## src/rtl/ccff_bitstream_loader.sv

```systemverilog
// Serializes DATA_W bitstream words MSB-first onto the configuration flip-flop chain with a gated shift enable.
// Readback of ccff_tail is built only when CCFF_LOADER_READBACK_EN is defined.
module ccff_bitstream_loader #(
    parameter int  DATA_W    = 8,
    parameter int  CHAIN_LEN = 1024,
    localparam int CNT_W     = $clog2(CHAIN_LEN + 1)
) (
    input  logic              prog_clk,
    input  logic              prog_reset,
    input  logic              start,
    input  logic              din_valid,
    input  logic [DATA_W-1:0] din_data,
    output logic              din_ready,
    output logic              ccff_head,
    output logic              ccff_shift_en,
    input  logic              ccff_tail,
    output logic              busy,
    output logic              done,
    output logic [CNT_W-1:0]  bit_count,
    output logic [DATA_W-1:0] rb_data,
    output logic              rb_valid
);
    localparam int               IDX_W    = (DATA_W > 1) ? $clog2(DATA_W) : 1;
    localparam logic [IDX_W-1:0] IDX_LAST = IDX_W'(DATA_W - 1);
    localparam logic [CNT_W-1:0] CNT_LAST = CNT_W'(CHAIN_LEN - 1);

    typedef enum logic [1:0] {S_IDLE, S_LOAD, S_SHIFT, S_DONE} state_t;

    state_t            state_q;
    logic [DATA_W-1:0] sr_q;
    logic [DATA_W-1:0] sr_shl;
    logic [IDX_W-1:0]  idx_q;
    logic [CNT_W-1:0]  bit_count_q;
    logic              head_q;
    logic              shift_en_q;
    logic              busy_q;
    logic              done_q;
    logic              last_bit;
    logic              word_end;
    logic              accept;

    assign last_bit  = (bit_count_q == CNT_LAST);
    assign word_end  = (idx_q == IDX_LAST);
    assign sr_shl    = sr_q << 1;
    // A new word may be taken on the final bit of the current one so shifting continues without a bubble.
    assign din_ready = (state_q == S_LOAD) || ((state_q == S_SHIFT) && word_end && !last_bit);
    assign accept    = din_valid && din_ready;

    always_ff @(posedge prog_clk or posedge prog_reset) begin
        if (prog_reset) begin
            state_q     <= S_IDLE;
            sr_q        <= '0;
            idx_q       <= '0;
            bit_count_q <= '0;
            head_q      <= 1'b0;
            shift_en_q  <= 1'b0;
            busy_q      <= 1'b0;
            done_q      <= 1'b0;
        end else begin
            done_q <= 1'b0;
            case (state_q)
                S_IDLE: begin
                    if (start) begin
                        bit_count_q <= '0;
                        busy_q      <= 1'b1;
                        state_q     <= S_LOAD;
                    end
                end
                S_LOAD: begin
                    if (accept) begin
                        sr_q       <= din_data;
                        idx_q      <= '0;
                        head_q     <= din_data[DATA_W-1];
                        shift_en_q <= 1'b1;
                        state_q    <= S_SHIFT;
                    end
                end
                S_SHIFT: begin
                    bit_count_q <= bit_count_q + CNT_W'(1);
                    if (last_bit) begin
                        shift_en_q <= 1'b0;
                        done_q     <= 1'b1;
                        state_q    <= S_DONE;
                    end else if (accept) begin
                        sr_q   <= din_data;
                        idx_q  <= '0;
                        head_q <= din_data[DATA_W-1];
                    end else if (word_end) begin
                        shift_en_q <= 1'b0;
                        state_q    <= S_LOAD;
                    end else begin
                        sr_q   <= sr_shl;
                        idx_q  <= idx_q + IDX_W'(1);
                        head_q <= sr_shl[DATA_W-1];
                    end
                end
                S_DONE: begin
                    busy_q  <= 1'b0;
                    state_q <= S_IDLE;
                end
                default: state_q <= S_IDLE;
            endcase
        end
    end

    assign ccff_head     = head_q;
    assign ccff_shift_en = shift_en_q;
    assign busy          = busy_q;
    assign done          = done_q;
    assign bit_count     = bit_count_q;

`ifdef CCFF_LOADER_READBACK_EN
    logic [DATA_W-1:0] rb_acc_q;
    logic [DATA_W-1:0] rb_acc_d;
    logic [DATA_W-1:0] rb_data_q;
    logic              rb_valid_q;

    // Tail bits are placed by in-word index, so a truncated final word comes out left-justified.
    always_comb begin
        rb_acc_d                   = rb_acc_q;
        rb_acc_d[IDX_LAST - idx_q] = ccff_tail;
    end

    always_ff @(posedge prog_clk or posedge prog_reset) begin
        if (prog_reset) begin
            rb_acc_q   <= '0;
            rb_data_q  <= '0;
            rb_valid_q <= 1'b0;
        end else begin
            rb_valid_q <= 1'b0;
            if (state_q == S_SHIFT) begin
                if (word_end || last_bit) begin
                    rb_data_q  <= rb_acc_d;
                    rb_valid_q <= 1'b1;
                    rb_acc_q   <= '0;
                end else begin
                    rb_acc_q <= rb_acc_d;
                end
            end
        end
    end

    assign rb_data  = rb_data_q;
    assign rb_valid = rb_valid_q;
`else
    logic unused_tail;
    assign unused_tail = ccff_tail;
    assign rb_data     = '0;
    assign rb_valid    = 1'b0;
`endif
endmodule

```

## config.mk

```make
export PLATFORM = sky130hd
export DESIGN_NAME = ccff_bitstream_loader
export DESIGN_NICKNAME = d
export VERILOG_FILES = /design/src/rtl/ccff_bitstream_loader.sv
export SDC_FILE = /design/constraint.sdc
export NUM_CORES = 1
export LEC_CHECK = 0
export ABC_AREA = 1
export ABC_CLOCK_PERIOD_IN_PS = 2140
export BUFFER_PORTS_ARGS = -buffer_cell sky130_fd_sc_hd__buf_4
export CAP_MARGIN = 20
export CORE_ASPECT_RATIO = 1.75
export CORE_MARGIN = 5
export CORE_UTILIZATION = 26
export CTS_CLUSTER_DIAMETER = 30
export CTS_CLUSTER_SIZE = 24
export DETAILED_ROUTE_END_ITERATION = 12
export PLACE_DENSITY = 0.48
export REMOVE_ABC_BUFFERS = 1
export SLEW_MARGIN = 5
export SYNTH_ARGS = -nofsm -noshare
export SYNTH_HDL_FRONTEND = slang
export SYNTH_SLANG_ARGS = --single-unit
```

## constraint.sdc

```tcl
create_clock -name prog_clk -period 2.14 [get_ports prog_clk]
set_clock_uncertainty 0.2 [all_clocks]
set_input_delay 0.321 -clock prog_clk [delete_from_list [all_inputs] [get_ports prog_clk]]
set_output_delay 0.321 -clock prog_clk [all_outputs]
set_load 0.005 [all_outputs]
```

==> results of run 1 <==
-- power groups by stage --
stage	Sequential [mW]	Clock (mW)	Combinational [mW]
6_report	0.752	0.303	1.04
5_1_grt	0.766	0.330	1.19
4_1_cts	0.755	0.323	1.03
3_5_place_dp	0.765	0	1.03
3_3_place_gp	0.765	0	1.01
2_1_floorplan	0.758	0	0.610
-- cell families after synthesis --
group	share of synthesized area, %
AOI/OAI and AO/OA	9.010
xor gates and xnor gates	0.5683
adders and majority gates	2.435
buffers and inverters	12.17
DFF	43.83
other	0.2433
and+or+nand+nor	31.74
-- metrics by stage --
stage / total power, mW / setup WS, ns / cells
global route: 2.282 / 0.02638 / 316
detailed placement: 1.790 / 0.1147 / 309
finish: 2.091 / 0.09894 / 316
global placement: 1.775 / 0.1365 / 309
floorplan: 1.368 / 0.3435 / 196
CTS: 2.108 / 0.01240 / 314
-- final cells by class --
type | instances | share of cell area, %
multi-input cells | 142 | 37.39
flip-flops and latches | 27 | 34.75
repair buffers | 37 | 15.06
inverters | 28 | 5.405
well taps | 78 | 5.019
clock buffers | 3 | 2.124
clock inverters | 1 | 0.2574
-- repair_timing --
item,in CTS,in global routing
pin swaps,0,1
hold buffers,1,0
cloned,0,1
endpoints found under the setup margin,1,9
resized for setup,1,3
hold endpoints to repair,27,0
setup buffers,0,1
-- Yosys cell counts (all sizes together), types with 3 or more instances --
cell type   n
a21oi       8
buf        10
nand3      14
nand2      64
nor2       13
nand3b      6
inv        28
o21ai      13
dfrtp      27
ha          3
nand4       3
nor3        4
-- critical path: cells and delay by family (launching register included) --
family / cells / cell delay [ns]
DFF: 1 / 0.40
buffers and inverters: 2 / 0.24
and+or+nand+nor: 3 / 0.21
adders and majority gates: 2 / 0.39
-- state kept, by name, summed over array words and instances (netlist names) --
register,cells
ccff_head,1
idx_q,3
state_q,2
busy,1
sr_q,7
bit_count,11
ccff_shift_en,1
done,1
-- worst paths after layout --
path                                      end  slack (ns)  cells past startpoint
worst min register to register        sr_q[4]        0.28                      2
worst min-delay path                  sr_q[0]        0.07                      3
worst max register to register        sr_q[1]        0.18                     11
max in group asynchronous            idx_q[1]        1.01                      4
min in group asynchronous       bit_count[10]        0.46                      4
worst max-delay path                din_ready         0.1                      7
-- per-layer routing --
layer	GRT usage [%]	part of all wire, %
met5	0	0
met4	5.046	1.9
met3	1.110	4.1
met2	18.36	55
met1	9.805	39
==> metrics.cfg, run 1 <==
[setup_path]
cpPeakStageDelay_ns = 0.40
crit_type = register to output port
startpoint = idx_q[0]
cp_data_required_time_ns = 1.62
cp-end-kind = output port
timing.rr.start = bit_count[0]
path_cells = ha_1 > ha_1 > inv_2 > nor2_8 > nand2_2 > nand2_2 > buf_4
arrival_ns = 1.52
worst_setup_path_start_kind = register
cp_max_fo = 4
crit_slowest_cell = dfrtp_1

[cells_and_area]
multiInputGateArea_um2 = 726.9
most-common-layout-cells = nand2_1, buf_4, dfrtp_1, inv_1
drive_above_1_share_pct = 23.11
final_nets = 255
fill_cells = 658
diodes = 0
final_common_cell = nand2_1
final_cell_area_um2 = 1944
seq_area_um2 = 675.6
final_util_pct = 33.33
area_growth_pct = 26.14

[clocking]
clock_tree.buffer_depth = 2
cts_root_buffer = clkbuf_8
numCtsBuffers = 3
path_clk_slew_ns = 0.10
clk_latency_ns = 0.28
cts_tree = built
cts_num_sinks = 27
htreeDepth = 1

[synthesis]
syn_inst = 199
synth_area_per_cell_um2 = 7.746
synthFlopType = dfrtp_1
synth_top_area_share_pct = 43.83
yosysSeqAreaShare_pct = 43.83
async_reset_ff_share_pct = 100.0
syn-cell-area_um2 = 1541
ys_ff_latch = 27
ys_types = 27
yosys.area.top_type = dfrtp_1
yosys_warnings = 0
synth_edf_count = 0
netlist_top_cells_area = dfrtp_1, nand2_1, inv_1, buf_4, nand3_1

[floorplanning]
die_h_um = 111.9
row_count = 37
die_area_um2 = 7629
die_w_um = 68.21
start_util_pct = 26.43
pin_count = 38
core_um2 = 5833

[sta]
max_freq_ghz = 0.4899
finalHoldViolCount = 0
min_period_ns = 2.041
slew_viol_final = 0
timing.setup.tns_ns = 0
finalCritPeriodShare_pct = 95.38
holdWs_ns = 0.06504
setup_violations = 0
rsz0062_at_grt = no

[detailed_routing]
vias = 1304
ant_nets = 0
drt_iter0_markers = 40
routed_wl_um = 3522
via_per_inst = 4.127
first_pass_iters = 4
drc = 0
wl_per_cell_um = 11.15

[global_route]
grt_overflow = 0
grt_antenna_before_repair = 0
grt_pass1_vias = 1310
grt_usage_pct = 9.755
grt_start_max_net_pins = 28
grt_first_pass_wirelength_um = 5747

[power]
leakage_nw = 1.039
p_int_mw = 1.239
clock_power_share_pct = 14.5
p_sw_share_pct = 40.78
power_frac_seq_pct = 36.0
power_density_nw_per_um2 = 1076
p_switching_uw = 852.9
pwr-share-comb_pct = 49.6
ir_drop_v = 0.0005623

[place]
portBuffers = 27
placed_area_um2 = 1862
place_congestion = 0.7352
dp_hpwl_um = 2649

[run]
cap_violations = 0

[worst_hold_path]
hp-class = input pin to register
hold_start = din_data[0]

[outcome]
status = finished, final reports clean

(Power assumes the default switching activity.)
==> inputs of run 2 (changes only) <==
Settings changed: RECOVER_POWER set to 50.
==> run 2 against run 1 <==
Hold slack hardly changed. Register-to-register slack hardly changed. Die area stayed put. Setup slack hardly changed. Largest cell class unchanged. Largest power group unchanged.
==> metrics.cfg, run 2 (synthesis gave the netlist of run 1 again) <==
[floorplanning]
start_util_pct = 26.43
core_um2 = 5833
row_count = 37
die_h_um = 111.9
die_w_um = 68.21
pin_count = 38
die_area_um2 = 7629

[sta]
worst_pin_slew_ns = 0.7086
maxSlewHeadroom_pct = 52.76
setup_violations = 0
max_freq_ghz = 0.4899
min_period_ns = 2.041
finalHoldViolCount = 0
finalCritPeriodShare_pct = 95.39
fin_ws_ns = 0.09863
rsz0062_at_grt = no
timing.setup.tns_ns = 0
slew_viol_final = 0

[detailed_routing]
vias = 1307
ant_nets = 0
via_per_inst = 4.136
drt_iter0_markers = 40
first_pass_iters = 4
drc = 0
wl_per_cell_um = 11.12
routed_wl_um = 3513

[clocking]
cts_tree = built
numCtsBuffers = 3
cts_num_sinks = 27
cts_root_buffer = clkbuf_8
clock_tree.buffer_depth = 2
clk_latency_ns = 0.28
path_clk_slew_ns = 0.10
htreeDepth = 1

[worst_hold_path]
hp-class = input pin to register
hold_depth = 3
min_to = sr_q[0]
hold_start = din_data[0]

[place]
portBuffers = 27
pre_cts_ws_ns = 0.1147
place_congestion = 0.7352
dp_hpwl_um = 2649
dp_cells = 309

[cells_and_area]
diodes = 0
drive_above_1_share_pct = 22.69
most-common-layout-cells = nand2_1, dfrtp_1, inv_1, buf_4
largest_reg_flops = 11
fill_cells = 659
area_growth_pct = 25.73
final_common_cell = nand2_1
layout.cells.non_filler = 316
final_nets = 255

[global_route]
grt_first_pass_wirelength_um = 5747
grt_pass1_vias = 1310
grt_overflow = 0
grt_antenna_before_repair = 0
grt_usage_pct = 9.755
grt_start_max_net_pins = 28

[outcome]
status = finished, final reports clean

[power]
power_density_nw_per_um2 = 1075
p_int_mw = 1.229
clock_power_share_pct = 14.5
p_sw_share_pct = 40.97
ir_drop_v = 0.0005626
leakage_nw = 1.032
power_frac_seq_pct = 36.1
p_switching_uw = 853.3
pwr-share-comb_pct = 49.4

[setup_path]
cp_max_fo = 4
arrival_ns = 1.52
cp-end-kind = output port
regToRegEndpoint = sr_q[1]
worst_setup_path_start_kind = register
cp_data_required_time_ns = 1.62
r2r_slack_ns = 0.18
timing.rr.start = bit_count[0]
crit_type = register to output port
ff2ff_path_depth = 11

[run]
cap_violations = 0

[run 2: cell types whose count changed in the layout (fill, tap and decap cells not counted)]
cell / change
buf_4: -10
clkbuf_4: +8
clkbuf_1: +1
clkbuf_2: +1
[run 2: worst max-delay path: stages, from the launching register on]
cell     delay [ns]
dfrtp_1        0.40
ha_1           0.20
ha_1           0.19
inv_2          0.10
nor2_8         0.06
nand2_2        0.08
nand2_2        0.07
buf_4          0.14
[run 2: metrics by stage]
stage	hold slack (ns)	instance area [um^2]	power [mW]	util (%)
floorplan	0.1737	1489	1.368	-
global placement	0.2253	1862	1.775	31.92
detailed placement	0.2304	1862	1.790	31.92
CTS	0.05982	1921	2.108	32.93
global route	0.07934	1938	2.272	33.23
finish	0.06477	1938	2.083	33.23
[run 2: worst max path at each step]
stage | start | end
finish | idx_q[0] | din_ready
floorplan | idx_q[0] | ccff_head
global route | idx_q[0] | din_ready
global placement | idx_q[0] | sr_q[4]
CTS | idx_q[0] | din_ready
detailed placement | idx_q[0] | sr_q[0]
[run 2: per-layer routing]
| metal | wire length [um] | GRT usage [%] | up-vias |
|---|---|---|---|
| met4 | 66 | 5.046 | 0 |
| met3 | 147 | 1.110 | 4 |
| met1 | 1371 | 9.805 | 584 |
| li1 | - | - | 695 |
| met2 | 1928 | 18.36 | 24 |
| met5 | 0 | 0 | - |
[run 2: area by class of cell]
type | instances | area [um^2] | share of cell area, %
Multi-Input combinational cell | 142 | 726.9 | 37.51
Sequential cell | 27 | 675.6 | 34.86
Timing Repair Buffer | 37 | 286.5 | 14.78
Inverter | 28 | 105.1 | 5.423
Tap cell | 78 | 97.59 | 5.036
Clock buffer | 3 | 41.29 | 2.130
Clock inverter | 1 | 5.005 | 0.2582
[run 2: timing repair]
item	CTS	global route
gates cloned	0	1
gates resized for setup	1	3
hold endpoints to repair	27	0
setup endpoints to repair	1	9
hold buffers	1	0
pin swaps	0	1
buffers inserted	0	1
[run 2: power groups by stage]
stage / Clock, mW / Sequential (mW) / Combinational [mW]
global placement: 0 / 0.765 / 1.01
finish: 0.303 / 0.751 / 1.03
CTS: 0.323 / 0.755 / 1.03
global route: 0.330 / 0.765 / 1.18
floorplan: 0 / 0.758 / 0.610
detailed placement: 0 / 0.765 / 1.03
==> inputs of run 3 (changes only) <==
Settings changed: CORE_MARGIN 5 to 2.
==> run 3 against run 2 <==
Clock power down 3%. Highest routed layer unchanged. Combinational power decreased by 5%. Largest power group unchanged. Design area grew 0.26%. Total power decreased by 2.1%. Utilization grew 0.35 points.
==> metrics.cfg, run 3 (synthesis gave the netlist of run 1 again) <==
[place]
dp_hpwl_um = 2640
dp_cells = 310
placed_area_um2 = 1857
portBuffers = 27
place_congestion = 0.7432

[setup_path]
cp_data_required_time_ns = 1.62
cp_max_fo = 4
cpPeakStageDelay_ns = 0.42
timing.rr.start = state_q[0]
cp-end-kind = output port
arrival_ns = 1.53
regToRegEndpoint = bit_count[6]
crit_slowest_cell = dfrtp_1
path_cells = ha_4 > nand2_2 > nor2_4 > nand3_2 > nand2_2 > nand2_2 > buf_4
worst_setup_path_start_kind = register
r2r_slack_ns = 0.21
crit_top_cell = nand2_2
ff2ff_path_depth = 9
crit_type = register to output port

[power]
pwr-share-comb_pct = 48.2
clock_power_share_pct = 14.4
ir_drop_v = 0.0003848
p_int_mw = 1.217
power_frac_seq_pct = 37.4
leakage_nw = 1.032
p_sw_share_pct = 40.35
p_switching_uw = 823.1
power_density_nw_per_um2 = 1050

[cells_and_area]
area_growth_pct = 26.05
diodes = 0
final_nets = 256
drive_above_1_share_pct = 23.01
fill_cells = 641
largest_reg_flops = 11
most-common-layout-cells = nand2_1, buf_4, dfrtp_1, inv_1
final_cell_area_um2 = 1943
layout.cells.non_filler = 317
final_common_cell = nand2_1

[global_route]
grt_usage_pct = 10.52
grt_first_pass_wirelength_um = 5568
grt_antenna_before_repair = 0
grt_start_max_net_pins = 28
grt_overflow = 0
grt_pass1_vias = 1280

[sta]
worst_pin_slew_ns = 0.7081
rsz0062_at_grt = no
max_freq_ghz = 0.4881
timing.setup.tns_ns = 0
finalHoldViolCount = 0
min_period_ns = 2.049
maxSlewHeadroom_pct = 52.79
holdWs_ns = 0.07996
slew_viol_final = 0
finalCritPeriodShare_pct = 95.74
setup_violations = 0

[detailed_routing]
via_per_inst = 4.196
wl_per_cell_um = 10.62
drc = 0
first_pass_iters = 5
routed_wl_um = 3365
drt_iter0_markers = 40
ant_nets = 0
vias = 1330

[floorplanning]
core_um2 = 5787
die_w_um = 62.21
pin_count = 38
start_util_pct = 26.64
row_count = 37
die_area_um2 = 6585
die_h_um = 105.9

[clocking]
cts_root_buffer = clkbuf_8
path_clk_slew_ns = 0.09
cts_tree = built
clk_latency_ns = 0.27
cts_num_sinks = 27
clock_tree.buffer_depth = 2
numCtsBuffers = 3
htreeDepth = 1

[worst_hold_path]
min_to = sr_q[0]
hold_start = din_data[0]
hp-class = input pin to register
hold_depth = 3

[outcome]
status = finished, final reports clean

[run]
cap_violations = 0

## run 3: changes by cell type in the layout (fill, tap and decap cells not counted)
cell | previous run | this run
buf_4 | 25 | 29
a21oi_2 | 1 | 0
buf_12 | 1 | 0
clkbuf_1 | 1 | 2
clkbuf_4 | 8 | 7
clkinv_2 | 1 | 0
ha_1 | 3 | 2
ha_4 | 0 | 1
## run 3: per-stage QoR
stage	utilization, %	power (mW)	setup slack [ns]
5_1_grt	33.58	2.233	0.005171
3_5_place_dp	32.09	1.762	0.1314
2_1_floorplan	-	1.368	0.3435
3_3_place_gp	32.09	1.748	0.1520
6_report	33.58	2.040	0.09117
4_1_cts	33.08	2.067	0.03029
## run 3: worst max-delay path by stage
stage | from | end | slack, ns | cells after the start
floorplan | idx_q[0] | ccff_head | 0.34 | 10
global placement | bit_count[1] | sr_q[4] | 0.15 | 11
detailed placement | bit_count[1] | sr_q[2] | 0.13 | 11
CTS | idx_q[0] | din_ready | 0.03 | 7
global route | bit_count[1] | din_ready | 0.005 | 7
finish | bit_count[1] | din_ready | 0.09 | 7
## run 3: power by group through the flow
| stage | clock network, mW | registers [mW] | logic, mW |
|---|---|---|---|
| after global routing | 0.328 | 0.782 | 1.12 |
| final | 0.293 | 0.764 | 0.983 |
| after global placement | 0 | 0.764 | 0.984 |
| after CTS | 0.310 | 0.761 | 0.997 |
| after floorplan | 0 | 0.758 | 0.610 |
| after detailed placement | 0 | 0.771 | 0.990 |
## run 3: metal layers
metal	share of wire, %	vias up	global-route usage (%)
met5	0	-	0
li1	-	693	-
met4	1.6	0	4.444
met3	2.7	4	1.174
met1	39	606	10.58
met2	56	27	21.20
## run 3: cell type report
class / count / area (um^2) / area share, %
well taps: 78 / 97.59 / 5.023
inverters: 28 / 105.1 / 5.409
clock buffers: 4 / 45.04 / 2.318
multi-input cells: 141 / 730.7 / 37.60
flip-flops and latches: 27 / 675.6 / 34.77
repair buffers: 39 / 289.0 / 14.87
## run 3: repair_timing
item                       in CTS  in global routing
pin swaps                       0                  4
hold buffers                    1                  0
hold endpoints to repair       27                  0
resized for setup               1                  5
setup endpoints to repair       1                  1
setup buffers                   0                  2
gates cloned                    0                  0
## run 3: worst max-delay path, delay by kind of cell (launching register included)
family | cells | cell delay, ns
buf+inv | 1 | 0.14
fa+ha+maj | 1 | 0.17
flops | 1 | 0.42
simple gates | 5 | 0.51
